[config.mk]
export PLATFORM = sky130hd
export DESIGN_NAME = iserdes_bitslip_trainer
export DESIGN_NICKNAME = d
export VERILOG_FILES = /design/src/rtl/iserdes_bitslip_trainer.sv
export SDC_FILE = /design/constraint.sdc
export NUM_CORES = 1
export LEC_CHECK = 0
export ABC_AREA = 1
export CAP_MARGIN = 30
export CORE_AREA = 2 2 63 65
export CTS_CLUSTER_DIAMETER = 30
export DETAILED_ROUTE_END_ITERATION = 6
export DIE_AREA = 0 0 65 67
export PLACE_DENSITY = 0.71
export SLEW_MARGIN = 30
export SYNTH_ARGS = -nofsm -noshare
export SYNTH_HDL_FRONTEND = slang
export SYNTH_SLANG_ARGS = --single-unit
export TNS_END_PERCENT = 100
[constraint.sdc]
create_clock -name clkdiv -period 1.2 [get_ports clkdiv]
set_input_delay 0.12 -clock clkdiv [delete_from_list [all_inputs] [get_ports clkdiv]]
set_output_delay 0.12 -clock clkdiv [all_outputs]
set_load 0.01 [all_outputs]
[src/rtl/iserdes_bitslip_trainer.sv]
// rtl/iserdes_bitslip_trainer.sv - ISERDES2 bitslip word-alignment trainer
//
// Purpose: compares the deserialized word against a fixed training pattern,
// pulses bitslip until the pattern is seen for MATCH_COUNT consecutive words,
// then reports lock and counts mismatched words until retrained.
//
// Ports:
//   clkdiv      in   sole clock (ISERDES CLKDIV domain), posedge
//   rst_n       in   asynchronous active-low reset
//   start       in   single-cycle request to begin/restart training
//   data        in   deserialized word {Q4..Q1}, LSB = Q1
//   bitslip     out  one-cycle slip pulse to ISERDES2 BITSLIP
//   busy        out  training in progress
//   locked      out  alignment achieved
//   fail        out  slip budget exhausted without lock
//   slip_count  out  bitslip pulses issued in the current training run
//   err_count   out  mismatched words seen while locked, saturating at 255
module iserdes_bitslip_trainer #(
  parameter int                    DATA_WIDTH    = 4,
  parameter logic [DATA_WIDTH-1:0] TRAIN_PATTERN = 4'hC,
  parameter int                    SETTLE_CYCLES = 3,
  parameter int                    MATCH_COUNT   = 16,
  parameter int                    MAX_SLIPS     = 8
) (
  input  logic                  clkdiv,
  input  logic                  rst_n,
  input  logic                  start,
  input  logic [DATA_WIDTH-1:0] data,
  output logic                  bitslip,
  output logic                  busy,
  output logic                  locked,
  output logic                  fail,
  output logic [3:0]            slip_count,
  output logic [7:0]            err_count
);

  localparam int SW = (SETTLE_CYCLES > 1) ? $clog2(SETTLE_CYCLES) : 1;
  localparam int MW = (MATCH_COUNT > 1) ? $clog2(MATCH_COUNT) : 1;

  typedef enum logic [2:0] {
    S_IDLE,
    S_SETTLE,
    S_CHECK,
    S_SLIP,
    S_LOCK,
    S_FAIL
  } state_t;

  state_t        state_q, state_d;
  logic [SW-1:0] settle_q, settle_d;
  logic [MW-1:0] match_q, match_d;
  logic [3:0]    slip_d;
  logic [7:0]    err_d;
  logic          bitslip_d, busy_d, locked_d, fail_d;

  // Output flags are computed for the state being entered and registered,
  // so every flag is glitch-free and lines up with the registered state.
  always_comb begin
    state_d   = state_q;
    settle_d  = settle_q;
    match_d   = match_q;
    slip_d    = slip_count;
    err_d     = err_count;
    bitslip_d = 1'b0;
    busy_d    = 1'b0;
    locked_d  = 1'b0;
    fail_d    = 1'b0;

    case (state_q)
      S_SETTLE: begin
        busy_d = 1'b1;
        if (settle_q == SW'(SETTLE_CYCLES - 1)) begin
          state_d = S_CHECK;
          match_d = '0;
        end else begin
          settle_d = settle_q + 1'b1;
        end
      end
      S_CHECK: begin
        busy_d = 1'b1;
        if (data == TRAIN_PATTERN) begin
          if (match_q == MW'(MATCH_COUNT - 1)) begin
            state_d  = S_LOCK;
            busy_d   = 1'b0;
            locked_d = 1'b1;
          end else begin
            match_d = match_q + 1'b1;
          end
        end else if (slip_count == 4'(MAX_SLIPS)) begin
          state_d = S_FAIL;
          busy_d  = 1'b0;
          fail_d  = 1'b1;
        end else begin
          // slip_count advances together with the pulse it counts
          state_d   = S_SLIP;
          bitslip_d = 1'b1;
          slip_d    = slip_count + 1'b1;
        end
      end
      S_SLIP: begin
        busy_d   = 1'b1;
        state_d  = S_SETTLE;
        settle_d = '0;
      end
      S_LOCK: begin
        locked_d = 1'b1;
        if (data != TRAIN_PATTERN && err_count != 8'hFF) begin
          err_d = err_count + 1'b1;
        end
      end
      S_FAIL: begin
        fail_d = 1'b1;
      end
      default: begin
      end
    endcase

    // start is honoured only outside an active training run
    if (start && (state_q == S_IDLE || state_q == S_LOCK || state_q == S_FAIL)) begin
      state_d   = S_SETTLE;
      settle_d  = '0;
      match_d   = '0;
      slip_d    = '0;
      err_d     = '0;
      bitslip_d = 1'b0;
      busy_d    = 1'b1;
      locked_d  = 1'b0;
      fail_d    = 1'b0;
    end
  end

  always_ff @(posedge clkdiv or negedge rst_n) begin
    if (!rst_n) begin
      state_q    <= S_IDLE;
      settle_q   <= '0;
      match_q    <= '0;
      slip_count <= '0;
      err_count  <= '0;
      bitslip    <= 1'b0;
      busy       <= 1'b0;
      locked     <= 1'b0;
      fail       <= 1'b0;
    end else begin
      state_q    <= state_d;
      settle_q   <= settle_d;
      match_q    <= match_d;
      slip_count <= slip_d;
      err_count  <= err_d;
      bitslip    <= bitslip_d;
      busy       <= busy_d;
      locked     <= locked_d;
      fail       <= fail_d;
    end
  end

endmodule

## After elaboration in Yosys (flattened, before gate mapping)

Cells that the tools add are included.

- Mux-type cells: 37
- $lt $le $gt $ge: 0
- Shift operators: 0
- Multiply operators: 0
- Divide/modulo/power cells: 0
- Equal/unequal tests: 18
- Reductions and logical operators: 17
- Bitwise logic cells: 0
- Add/subtract/negate cells: 4

Operators with widths:

| operator | number |
|---|---|
| 4-bit 2-to-1 mux | 8 |
| 8-bit 2-to-1 mux | 3 |
| 3-bit 2-to-1 mux | 5 |
| 1-bit 2-to-1 mux | 13 |
| 4-bit equality test, second input constant | 3 |
| 3-bit inequality test, second input constant | 4 |
| 3-bit case mux with 3 select lines | 1 |
| 4-bit by 1-bit adder with 4-bit output, second input constant | 2 |
| 8-bit by 1-bit adder with 8-bit output, second input constant | 1 |
| 4-bit inequality test, second input constant | 2 |
| 8-bit inequality test, second input constant | 1 |
| 4-bit case mux with 2 select lines | 1 |
| 3-bit by 2-bit equality test with 1-bit output, second input constant | 2 |
| 3-bit equality test, second input constant | 2 |
| 1-bit case mux with 2 select lines | 3 |
| 3-bit AND reduction | 2 |
| 2-bit nonzero test | 3 |
| 3-bit nonzero test | 2 |
| 2-bit 2-to-1 mux | 2 |
| 2-bit by 1-bit inequality test with 1-bit output, second input constant | 2 |
| 2-bit case mux with 2 select lines | 1 |
| 2-bit AND reduction | 2 |
| 4-bit AND reduction | 1 |
| 4-bit nonzero test | 1 |
| other kinds (7) | 9 |

- Bits in writable memories: 0
- Latch bits: 0
- ROM bits: 0
- Bits of input ports: 7
- Bits in registers: 25
- Memories kept: 0
- Output and inout port bits: 16

## Depth between registers and ports, before layout

Gate-level depths: netlist (run 1).

- Depth in word-level cells: 6
- Gate-level depth with buffers: 9
- Mapped depth without buffers: 9

## Worst setup path after synthesis (run 1)

OpenSTA, ideal clock, no wires.

- Kind: register to register
- Start: register err_count[0]
- End: register err_count[2]
- Arrival time: 1.240 ns
- Slack: -0.158 ns
- Period minus slack after synthesis: 1.358 ns
- Path buffers: 0
- Stages on the path, launching flop included: 10
- Cells stage by stage: dfrtp_1 ha_1 nand2_1 nor2_4 nand2_2 nand2_2 nand2_4 nand2_4 nand2_1 nand2_1

- Cells in the longest elaborated chain, start to end: 4
- Elaborated cells between the ends (all ways): 8

RTL lines:

| what | line | source |
|---|---|---|
| from (decl) | 34 | `output logic [7:0] err_count` |
| from (signal assigned) | 148 | `err_count <= err_d;` |
| 8-bit by 1-bit adder with 8-bit output / 8-bit inequality test (equally long branches) | 108, 107 |  |
| 8-bit 2-to-1 mux / 1-bit logical AND (equally long branches) | 107 | `if (data != TRAIN_PATTERN && err_count != 8'hFF) begin` |
| 8-bit 2-to-1 mux / 2-bit nonzero test (equally long branches) | -- |  |
| 8-bit 2-to-1 mux / 2-bit AND reduction (equally long branches) | -- |  |

Parallel ways exist; a longest one is shown, timed or not. The select of a mux whose other input is x is not followed.
A chain may end at the register's enable or synchronous reset.

## Worst setup path in the final report (run 1)

- Start: register state_q[0]
- End: register match_q[3]

- Cells in the longest elaborated chain, start to end: 6
- Elaborated cells between the ends (all ways): 15

RTL lines:

| what | line | source |
|---|---|---|
| from (decl) | 49 | `state_t state_q, state_d;` |
| from (signal assigned) | 144 | `state_q <= state_d;` |
| 3-bit equality test / 3-bit zero test (equally long branches) | 119 | `if (start && (state_q == S_IDLE \|\| state_q == S_LOCK \|\| state_q == S_FAIL)) begin` |
| 1-bit logical OR (2 in a row) | 119 |  |
| 1-bit logical AND | 119 |  |
| 3-bit inequality test (no source line) / 3-bit nonzero test (equally long branches) | -- |  |
| 4-bit AND reduction (no source line) | -- |  |
| to (signal assigned) | 146 | `match_q <= match_d;` |
| to (decl) | 51 | `logic [MW-1:0] match_q, match_d;` |

Parallel ways exist; a longest one is shown, timed or not.

==> flow_summary.ini, run 1 <==
[sta]
fin_skew_ps = 7.69
setup_ws_ps = -214
rsz_0062_raised_after_global_routing = true
holdWs_ps = 174
finalHoldViolCount = 0
worst_slew_margin_rel = 0.815
achievable-frequency_mhz = 707
setup_viol_count_final = 24
worst_slew_pin_slew_ps = 277
min_period_over_period = 1.18
final.min_clock_period_ps = 1410
slew_violations = 0

[setup_path]
critPathLaunchType = flop
cp_cell_sequence = buf_4 -> nand2_2 -> nand2_4 -> inv_4 -> nor2_1 -> nand2_1 -> nand2_4 -> nand2_1 -> nand2_1
kind_of_capture_point_of_the_worst_setup_path = flop
critical_path.top_delay_family = simple AND/OR/NAND/NOR gates
critical_path_depth = 9
rr_endpoint = match_q[3]$_DFFE_PN0P_
critPathRequiredTime_ps = 1370
critical_path_class = reg -> reg
cpMostUsedCell = nand2_1
crit_fanout = 5
r2r_slack_ps = -210
reg2reg_start = state_q[0]$_DFFE_PN0P_
worstSetupEndpoint = match_q[3]$_DFFE_PN0P_
critical_path_buf_inv_count = 2
worstRegToRegCells = 9
crit_path_max_delay_cell_type = dfrtp_2
timing.critical_path.from = state_q[0]$_DFFE_PN0P_
worst-endpoint-arrival_ps = 1590
max_stage_delay_ps = 460

[power]
power.share.switching = 0.428
share_comb_of_total_power = 0.581
power.net_switching_mw = 1.74
power.share.clock = 0.132
leakage_nw = 1.30
sequentialPowerShare = 0.287
p_per_area_nw_per_um2 = 1660
p_total_mw = 4.06
p_int_mw = 2.32
ir_worst_vdd_mv = 1.22

[placed_design]
placedInstanceArea_um2 = 2160
dp_cells = 317
io_buffers = 22
gpl.final_weighted_congestion = 0.838
place_ws_ps = -285
detailedPlacementHpwl_um = 2830

[cts]
cts.htree.levels = 1
cts_hold_buf = 0
clk_pin_slew_worst_paths_ps = 100
clkSinkCount = 25
ctsLongestPathBuffers = 2
clkLatencyLatePin_ps = 280
cts_bufs_inserted = 3
cts_tree = done
clock_tree.root_cell = clkbuf_8

[yosys]
synth_top_cells_by_count = 63 x nand2_1, 25 x dfrtp_1, 25 x nand3_1
mappedNetlistNets = 219
asyncSetResetFlopFracSynth = 1.00
synth-edff-count = 0
synth_area_per_inst_um2 = 7.46
synth_seq_cells = 25
synth_largest_type_area_fraction = 0.405
post_synth_instance_area_um2 = 1550
yosysUniqueCellTypes = 27
synth_ff_type = dfrtp_1
syn_inst = 207
yosysMostFrequentCell = nand2_1
fraction_of_the_yosys_area_taken_by_sequential_cells = 0.405
netlist_top_cells_area = dfrtp_1 40%, nand2_1 15%, nand3_1 8.1%
synth-warning-count = 0
synthDominantAreaCellType = dfrtp_1

[drt]
drtIter0Drc = 66
detail_route.wirelength_um = 4530
detail_route.first_pass.iterations = 6
avgRoutedWirePerCell_um = 13.6
drc = 0
via_count = 1648
routed_via_density = 4.93
detail-route-antenna-nets = 0

[global_route]
grt_first_pass_wirelength_um = 6690
grt_pass1_vias = 1576
gr-usage-all-layers = 0.201
grt_antenna_before_repair = 0
grt_remaining_overflow = 0
largest_net_degree_at_the_start_of_global_routing = 26

[die]
die_height_um = 67
core_area_um2 = 3610
die_area_um2 = 4360
initial_utilization = 0.429
top_level_ports = 23
core.rowCount = 22
fp.dieW_um = 65

[outcome]
failed_checks = negative setup slack
result_of_the_run = finished with violations

[job]
cap_violations = 0

[final_layout]
finish.net_count = 299
finalNonFillerCells = 334
diodes = 0
fin_area_um2 = 2450
drive_gt1_frac = 0.434
syn_to_final_growth_pct = 58.5
nFillCells = 305

[hold_path]
hold_class = in -> async
## routing by layer
layer | wire [µm] | global-route usage | up-vias | share of wire
met5 | 0 | 0 | - | 0
met1 | 1750 | 0.228 | 782 | 0.39
li1 | - | - | 814 | -
met2 | 2540 | 0.384 | 41 | 0.56
met4 | 118 | 0.0798 | 0 | 0.026
met3 | 114 | 0.0169 | 11 | 0.025
## repair_timing
item | 4_1_cts | 5_1_grt
setup endpoints to repair | 41 | 29
pin swaps | 12 | 14
buffers inserted | 6 | 8
gates resized for setup | 53 | 28
## kinds of logic after synthesis
group                      synth area share
AOI/OAI and AO/OA                    0.0624
xor gates and xnor gates            0.00567
and+or+nand+nor                       0.406
buffers and inverters                0.0802
DFF                                   0.405
adders and majority gates            0.0405
## area by class of cell
cell class | instances | area (µm²) | share of cell area
sequential | 25 | 629 | 0.257
timing repair buffer | 78 | 657 | 0.268
tap | 48 | 60.1 | 0.0245
multi-input combinational | 154 | 955 | 0.390
clock inverter | 1 | 7.51 | 0.00307
inverter | 25 | 98.8 | 0.0404
clock buffer | 3 | 41.3 | 0.0169
## power by group through the flow
stage          Combinational, mW  Sequential [mW]  Clock [mW]
2_1_floorplan              0.971             1.17           0
3_3_place_gp                1.81             1.14           0
3_5_place_dp                1.84             1.15           0
4_1_cts                     2.03             1.16       0.534
5_1_grt                     2.55             1.17       0.595
6_report                    2.36             1.17       0.534
## sequential cells by signal (all words and copies together), names as in the netlist, 2 cells and up
signal      cells
match_q         4
slip_count      4
err_count       8
state_q         3
settle_q        2
## stage by stage
stage,TNS [ps],utilization
floorplan,-741,-
detailed placement,-5010,0.599
global placement,-4540,0.599
global route,-4670,0.679
CTS,-1480,0.651
finish,-3230,0.679
## worst min path at each step
stage / startpoint / to / slack [ps]
floorplan: rst_n / bitslip$_DFF_PN0_ / -180
global placement: rst_n / slip_count[1]$_DFFE_PN0P_ / 490
detailed placement: rst_n / slip_count[1]$_DFFE_PN0P_ / 490
CTS: rst_n / slip_count[1]$_DFFE_PN0P_ / 190
global route: rst_n / slip_count[1]$_DFFE_PN0P_ / 180
finish: rst_n / slip_count[1]$_DFFE_PN0P_ / 170
## placed cells by master, fill, tap and decap left out, types with 8 or more instances in the layout
| cell type | count |
|---|---|
| nand2_1 | 51 |
| buf_4 | 49 |
| dfrtp_1 | 22 |
| nor2_1 | 17 |
| nand3_1 | 17 |
| inv_1 | 15 |
| nand2_2 | 14 |
| dlygate4sd2_1 | 11 |
| inv_2 | 8 |
| nand3_2 | 8 |
| nand2_4 | 8 |
No activity file was read; power rests on OpenSTA's default activity.
==> inputs of run 2 (changes only) <==
Settings changed: CTS_CLUSTER_SIZE set to 28, MAX_ROUTING_LAYER set to met4, TNS_END_PERCENT 100 to unset.
==> run 2 against run 1 <==
  * The run still ends with negative setup slack left
  * Non-clock buffer count stayed put
  * Worst hold slack better by 2.6 ps
  * Largest cell class unchanged
  * Critical path depth stayed put
  * Setup slack better by 12 ps
  * Utilization stayed put
  * Via count is 0.24% lower
==> flow_summary.ini, run 2 (synthesis gave the netlist of run 1 again) <==
[sta]
fin_skew_ps = 6.22
setup_viol_count_final = 24
slew_violations = 0
rsz_0062_raised_after_global_routing = true
finalHoldViolCount = 0
holdWs_ps = 177
setup_total_negative_slack_ps = -3070
setup_ws_ps = -201
min_period_over_period = 1.17
worst_slew_margin_rel = 0.818
final.min_clock_period_ps = 1400
achievable-frequency_mhz = 714
worst_slew_pin_slew_ps = 272

[cts]
cts_hold_buf = 0
clkLatencyLatePin_ps = 280
clkSinkCount = 25
cts.htree.levels = 1
clock_tree.root_cell = clkbuf_8
clk_pin_slew_worst_paths_ps = 90
cts_bufs_inserted = 3
cts_tree = done
ctsLongestPathBuffers = 2

[final_layout]
reg.largest.list = err_count x8, match_q x4, slip_count x4
syn_to_final_growth_pct = 58.5
largest_register = err_count
largest_register_ff_count = 8
layout.cells.most_common = nand2_1
finalNonFillerCells = 334
finish.net_count = 299
layout.core_utilization = 0.679
drive_gt1_frac = 0.434
most-common-layout-cells = 51 x nand2_1, 49 x buf_4, 22 x dfrtp_1, 17 x nor2_1, 17 x nand3_1
diodes = 0

[outcome]
failed_checks = negative setup slack
result_of_the_run = finished with violations

[placed_design]
io_buffers = 22
gpl.final_weighted_congestion = 0.851
detailedPlacementHpwl_um = 2830
dp_cells = 317

[global_route]
gr-usage-all-layers = 0.206
grt_first_pass_wirelength_um = 6690
largest_net_degree_at_the_start_of_global_routing = 26
grt_antenna_before_repair = 0
grt_remaining_overflow = 0
grt_pass1_vias = 1580

[drt]
avgRoutedWirePerCell_um = 13.6
drtIter0Drc = 106
detail-route-antenna-nets = 0
detail_route.first_pass.iterations = 4
routed_via_density = 4.92
detail_route.wirelength_um = 4540
via_count = 1644
drc = 0

[die]
die_height_um = 67
core.rowCount = 22
core_area_um2 = 3610
initial_utilization = 0.429
die_area_um2 = 4360
fp.dieW_um = 65
top_level_ports = 23

[power]
sequentialPowerShare = 0.287
power.share.switching = 0.427
p_per_area_nw_per_um2 = 1650
p_total_mw = 4.05
p_int_mw = 2.32
ir_worst_vdd_mv = 1.20
share_comb_of_total_power = 0.582
power.net_switching_mw = 1.73
power.share.clock = 0.131
leakage_nw = 1.30

[setup_path]
critPathRequiredTime_ps = 1370
critical_path_class = reg -> reg
worst-endpoint-arrival_ps = 1570
crit_path_max_delay_cell_type = dfrtp_2
max_stage_delay_ps = 450
worstRegToRegCells = 9
kind_of_capture_point_of_the_worst_setup_path = flop
r2r_slack_ps = -200
crit_fanout = 5
cpMostUsedCell = nand2_1
critPathLaunchType = flop
cp_cell_sequence = buf_4 -> nand2_2 -> nand2_4 -> inv_4 -> nor2_1 -> nand2_1 -> nand2_4 -> nand2_1 -> nand2_1

[job]
cap_violations = 0

[hold_path]
hold_class = in -> async
-- run 2: cell counts in the layout (fill, tap and decap cells not counted) --
Identical to the previous run, type by type.
-- run 2: worst paths after layout --
kind	start	endpoint
max	state_q[0]$_DFFE_PN0P_	match_q[3]$_DFFE_PN0P_
min in group clkdiv	err_count[7]$_DFFE_PN0P_	err_count[7]$_DFFE_PN0P_
max reg2reg	state_q[0]$_DFFE_PN0P_	match_q[3]$_DFFE_PN0P_
max in group asynchronous	rst_n	state_q[0]$_DFFE_PN0P_
min	rst_n	slip_count[1]$_DFFE_PN0P_
min reg2reg	err_count[7]$_DFFE_PN0P_	err_count[7]$_DFFE_PN0P_
-- run 2: power groups by stage --
stage / registers [mW] / clock network (mW) / logic [mW]
CTS: 1.16 / 0.534 / 2.03
detailed placement: 1.15 / 0 / 1.84
global placement: 1.14 / 0 / 1.81
finish: 1.16 / 0.529 / 2.36
global route: 1.18 / 0.599 / 2.56
floorplan: 1.17 / 0 / 0.971
-- run 2: area by class of cell --
| cell class | count | area (µm²) |
|---|---|---|
| Clock buffer | 3 | 41.3 |
| Clock inverter | 1 | 7.51 |
| Fill cell | 305 | 1160 |
| Inverter | 25 | 98.8 |
| Multi-Input combinational cell | 154 | 955 |
| Sequential cell | 25 | 629 |
| Tap cell | 48 | 60.1 |
| Timing Repair Buffer | 78 | 657 |
-- run 2: routing by layer --
metal	vias to the layer above	GRT usage	routed length, µm
met2	45	0.384	2530
li1	812	-	-
met3	13	0.0169	133
met5	-	-	0
met4	0	0.0798	137
met1	774	0.228	1750
-- run 2: repair_timing --
item,in CTS,in global routing
setup endpoints to repair,41,29
gates cloned,0,0
pin swaps,12,14
setup buffers,6,8
resized for setup,53,28
-- run 2: metrics by stage --
step | instance area [µm²] | worst slack [ps]
floorplan | 1560 | -100
global placement | 2160 | -256
detailed placement | 2160 | -285
CTS | 2350 | -112
global route | 2450 | -346
finish | 2450 | -201
-- run 2: worst max-delay path, delay by kind of cell, from the launching register on --
kind	cells	cell delay (ps)
buffers and inverters	2	240
AND/OR/NAND/NOR	7	580
flip-flops	1	450
